[src/rtl/iir_coeff_bank.sv]
// Double-buffered a/b coefficient store for a direct form I IIR stage.
// Host writes go to the shadow bank; a commit swaps shadow into active on the next sample tick.
module iir_coeff_bank #(
    parameter int N           = 2,
    parameter int COEFF_WIDTH = 16,
    parameter int Q           = 14,
    parameter int ADDR_WIDTH  = 3
) (
    input  logic                         clk,
    input  logic                         rst_n,
    input  logic                         wr_en,
    input  logic [ADDR_WIDTH-1:0]        wr_addr,
    input  logic [COEFF_WIDTH-1:0]       wr_data,
    input  logic [ADDR_WIDTH-1:0]        rd_addr,
    output logic [COEFF_WIDTH-1:0]       rd_data,
    input  logic                         commit,
    input  logic                         abort,
    input  logic                         sample_tick,
    input  logic                         err_clr,
    output logic                         busy,
    output logic                         updated,
    output logic                         wr_err,
    output logic [COEFF_WIDTH*N-1:0]     packed_a_coeffs,
    output logic [COEFF_WIDTH*(N+1)-1:0] packed_b_coeffs
);

    // state | meaning
    // IDLE  | shadow writable, no commit pending
    // ARMED | commit pending, swap on next sample_tick, shadow write-locked

    localparam int NW = 2*N + 1;
    localparam logic [COEFF_WIDTH-1:0] UNITY = COEFF_WIDTH'(1 << Q);

    typedef enum logic {IDLE = 1'b0, ARMED = 1'b1} state_t;

    state_t                 state_q, state_d;
    logic [COEFF_WIDTH-1:0] shadow_q [NW];
    logic [COEFF_WIDTH-1:0] active_q [NW];
    logic [COEFF_WIDTH-1:0] rd_data_q, rd_word;
    logic                   updated_q;
    logic                   wr_err_q;
    logic                   swap_en;
    logic                   wr_ok;
    logic                   wr_bad;
    logic                   addr_ok;

    // Pass-through filter: b[0] at unity, everything else zero.
    function automatic logic [COEFF_WIDTH-1:0] reset_word(input int idx);
        return (idx == N) ? UNITY : '0;
    endfunction

    always_ff @(posedge clk) begin
        if (!rst_n) begin
            state_q <= IDLE;
        end else begin
            state_q <= state_d;
        end
    end

    always_comb begin
        state_d = state_q;
        unique case (state_q)
            IDLE: begin
                if (commit) state_d = ARMED;
            end
            ARMED: begin
                if (sample_tick)  state_d = IDLE;
                else if (abort)   state_d = IDLE;
            end
            default: state_d = IDLE;
        endcase
    end

    always_comb begin
        busy    = (state_q == ARMED);
        swap_en = (state_q == ARMED) && sample_tick;
        addr_ok = (int'(wr_addr) <= 2*N);
        wr_ok   = wr_en && (state_q == IDLE) && addr_ok;
        wr_bad  = wr_en && ((state_q == ARMED) || !addr_ok);
    end

    always_comb begin
        rd_word = '0;
        for (int i = 0; i < NW; i++) begin
            if (int'(rd_addr) == i) rd_word = active_q[i];
        end
    end

    always_ff @(posedge clk) begin
        if (!rst_n) begin
            for (int i = 0; i < NW; i++) begin
                shadow_q[i] <= reset_word(i);
                active_q[i] <= reset_word(i);
            end
            updated_q <= 1'b0;
            wr_err_q  <= 1'b0;
            rd_data_q <= '0;
        end else begin
            for (int i = 0; i < NW; i++) begin
                if (wr_ok && int'(wr_addr) == i) shadow_q[i] <= wr_data;
                if (swap_en) active_q[i] <= shadow_q[i];
            end
            updated_q <= swap_en;
            // A new illegal write outranks a simultaneous clear.
            wr_err_q  <= wr_bad | (wr_err_q & ~err_clr);
            rd_data_q <= rd_word;
        end
    end

    assign updated = updated_q;
    assign wr_err  = wr_err_q;
    assign rd_data = rd_data_q;

    for (genvar t = 0; t < N; t++) begin : g_pack_a
        assign packed_a_coeffs[COEFF_WIDTH*t +: COEFF_WIDTH] = active_q[t];
    end

    for (genvar t = 0; t <= N; t++) begin : g_pack_b
        assign packed_b_coeffs[COEFF_WIDTH*t +: COEFF_WIDTH] = active_q[N + t];
    end

endmodule
[config.mk]
export PLATFORM = sky130hd
export DESIGN_NAME = iir_coeff_bank
export DESIGN_NICKNAME = d
export VERILOG_FILES = /design/src/rtl/iir_coeff_bank.sv
export SDC_FILE = /design/constraint.sdc
export NUM_CORES = 1
export LEC_CHECK = 0
export CAP_MARGIN = 20
export CORE_AREA = 2 2 186 151
export CTS_CLUSTER_DIAMETER = 150
export DETAILED_ROUTE_END_ITERATION = 8
export DIE_AREA = 0 0 188 153
export DONT_BUFFER_PORTS = 1
export GPL_TIMING_DRIVEN = 0
export SLEW_MARGIN = 20
export SYNTH_ARGS = -nofsm -noshare
export SYNTH_HDL_FRONTEND = slang
export SYNTH_SLANG_ARGS = --single-unit
[constraint.sdc]
create_clock -name clk -period 3.35 [get_ports clk]
set_clock_uncertainty 0.15 [all_clocks]
set_input_delay 0.8375 -clock clk [delete_from_list [all_inputs] [get_ports clk]]
set_output_delay 0.8375 -clock clk [all_outputs]
set_load 0.02 [all_outputs]
==> key figures <==
Synth
  – Synth unique cells: 25
  – Syn avg cell area: 16.3 um2
  – Synthesized instance count: 407
  – Sequential share of the synthesized area: 78.2%
  – Post-Syn Area: 6630 um2
  – #FFs+latches synth: 179
  – Yosys warnings: 0
  – Syn_nets: 436

Global route
  – Largest net degree at the start of global routing: 61
  – Vias in the first global route: 3365
  – First-pass GRT wire length: 23.3 mm
  – Total GRT Usage: 11.5%
  – Overflow after GRT: 0
  – Initial antenna violation count: 5

Critical path
  – CP Launch Type: register
  – FF-to-FF path depth: 3
  – CP startpoint: busy
  – CP required: 3.24 ns
  – CP Capture Type: register
  – Worst EP arrival: 2.23 ns
  – Worst R2R End: shadow_q[0][55]
  – Crit-path max FO: 16
  – Worst setup path class: reg2reg
  – RR Startpoint: busy
  – R2R Setup Slk: 1.01 ns

Cells and area
  – Final Core Density: 28.8%
  – Layout cells sized above 1: 10.5%
  – Most frequent cells in the layout: 160 x edfxtp_1, 95 x and2_1, 23 x o21ai_0
  – Register area: 5180 um2
  – Multi-input gate area: 1330 um2
  – Commonest non-fill, non-tap cell in the layout: edfxtp_1
  – Total of fill cells in the finished design: 2646
  – Final nets: 456
  – Final Cell Area: 7760 um2
  – Area grow syn2layout: 17.2%

Timing
  – Total negative slack: 0 ns
  – Final Cycle Share: 69.7%
  – Max Slew Vio Count: 0
  – Min Clock Period, post-route: 2.34 ns
  – Max Clock Freq: 428 MHz
  – Worst-Margin Slew: 0.966 ns
  – Slew margin rel.: 35.4%
  – Final setup viols: 0
  – Final Hold Viols: 0
  – Final worst slack: 1.01 ns
  – RSZ-0062 raised after global routing: false

Route
  – Remaining DRCs: 0
  – Post-route ant nets: 0
  – Routed length per placed instance: 20.0 um
  – Initial DRC Count: 182
  – DRT Wirelength: 16.2 mm
  – Vias: 3363
  – First drt pass iteration count: 4
  – Vias per Instance: 4.16

Worst hold path
  – Hold Crit Depth: 1
  – Hold Path Class: reg2reg
  – Hold wc startpoint: shadow_q[0][6]
  – Worst Hold Endpoint: active_q[0][6]

Power
  – P per Cell Area: 644 nW/um2
  – Leak: 2.75 nW
  – Worst VDD drop: 0.275 mV

Placed design
  – Dpl cell area: 7130 um2
  – Routability-driven placement congestion ratio: 0.848
  – Post-DP HPWL: 11.5 mm
  – # port buffers: 0
  – Post-Place Worst Slack: 0.630 ns

Floorplan
  – # rows: 54
  – Starting density of the core: 24.6%
  – Core Box Area: 27000 um2
  – Die width: 188 um
  – Die ar.: 28800 um2
  – Io pins: 128
  – Die Height: 153 um

CTS
  – Cts hold-fix bufs: 0
  – Worst-path clk slew: 0.07 ns
  – Post-CTS Resized: 0
  – Post-CTS Repair Setup Buffers: 0
  – CTS max path bufs: 2
  – Inserted Clock Buffers: 17
  – H-tree Lvls: 4
  – CTS root buf: clkbuf_16
  – Clk sink count: 179
  – CTS tree: done
  – Worst-Skew Late Latency: 0.43 ns

Flow run
  – Max Cap Violations: 0

Run status
  – Status: finished clean
[layout make-up]
cell class | instances | share of cell area [%]
repair buffers | 1 | 0.355
well taps | 364 | 5.87
inverters | 1 | 0.0483
diodes | 4 | 0.129
plain buffers | 22 | 1.63
flip-flops and latches | 179 | 66.8
clock inverters | 13 | 2.35
clock buffers | 19 | 5.71
multi-input cells | 205 | 17.1
[critical path, cell delays in order, from the launching register on]
cell and delay [ns]:
dfxtp_1 0.44, nor3b_1 0.50, nand3_1 0.13, nand2_1 0.73
[metrics by stage]
step / hold slack [ns] / cells / power (mW)
after global placement: 0.343 / 771 / 2.96
after detailed placement: 0.351 / 772 / 2.97
after global routing: 0.364 / 805 / 5.14
after CTS: 0.358 / 804 / 5.03
final: 0.356 / 808 / 5.00
after floorplan: 0.327 / 407 / 2.87
[cell usage after synthesis]
cell type,instances,area share [%]
nor2_2,1,0.094
buf_6,4,0.68
nand3_1,2,0.15
or3b_4,1,0.17
a21oi_1,17,1.3
mux2i_1,17,2.6
nor3b_1,1,0.11
edfxtp_1,160,73
buf_4,2,0.23
o21ai_1,11,0.83
dfxtp_1,19,5.7
clkbuf_1,11,0.62
and2_1,95,9.0
clkbuf_2,2,0.15
a2bb2oi_1,16,2.1
nor3b_4,1,0.28
inv_1,1,0.057
nand3b_1,1,0.11
buf_2,3,0.23
nor2_1,3,0.17
nor2b_1,2,0.19
and3_1,2,0.19
o21ai_0,24,1.8
nand2b_1,3,0.28
nand2_1,8,0.45
[routing by layer]
| metal | part of all wire [%] | GRT usage [%] | vias to the layer above | wire length, um |
|---|---|---|---|---|
| met2 | 52 | 20.5 | 133 | 8430 |
| met3 | 8.5 | 4.73 | 30 | 1380 |
| li1 | - | - | 1543 | - |
| met5 | 0.043 | 0 | - | 7 |
| met1 | 37 | 12.2 | 1655 | 6060 |
| met4 | 1.8 | 4.54 | 2 | 299 |
[report_power, final]
group | leakage, nW | switching [mW] | internal (mW)
clock | 0.304 | 0.809 | 1.27
sequential | 1.82 | 0.155 | 2.57
combinational | 0.626 | 0.134 | 0.0617
total | 2.75 | 1.10 | 3.90
[registers in the layout (all words and copies together) (netlist names)]
| name | count |
|---|---|
| rd_data | 16 |
| busy | 1 |
| shadow_q | 80 |
| updated | 1 |
| wr_err | 1 |
| active_q | 80 |
[how the worst max path moves through the flow]
stage,end
finish,shadow_q[0][55]
global route,shadow_q[0][55]
CTS,shadow_q[0][55]
detailed placement,shadow_q[0][57]
global placement,shadow_q[0][41]
floorplan,active_q[0][0]
[kinds of logic (layout without fill, tap and decap cells)]
logic type | Yosys count | after routing | share of synthesized area, %
AO/OA/AOI/OAI | 68 | 68 | 6.04
flip-flops | 179 | 179 | 78.2
multiplexers | 17 | 17 | 2.57
other | 0 | 4 | 0
buffers and inverters | 23 | 56 | 1.96
AND/OR/NAND/NOR | 120 | 120 | 11.2
Power figures use the tool's default switching activity.
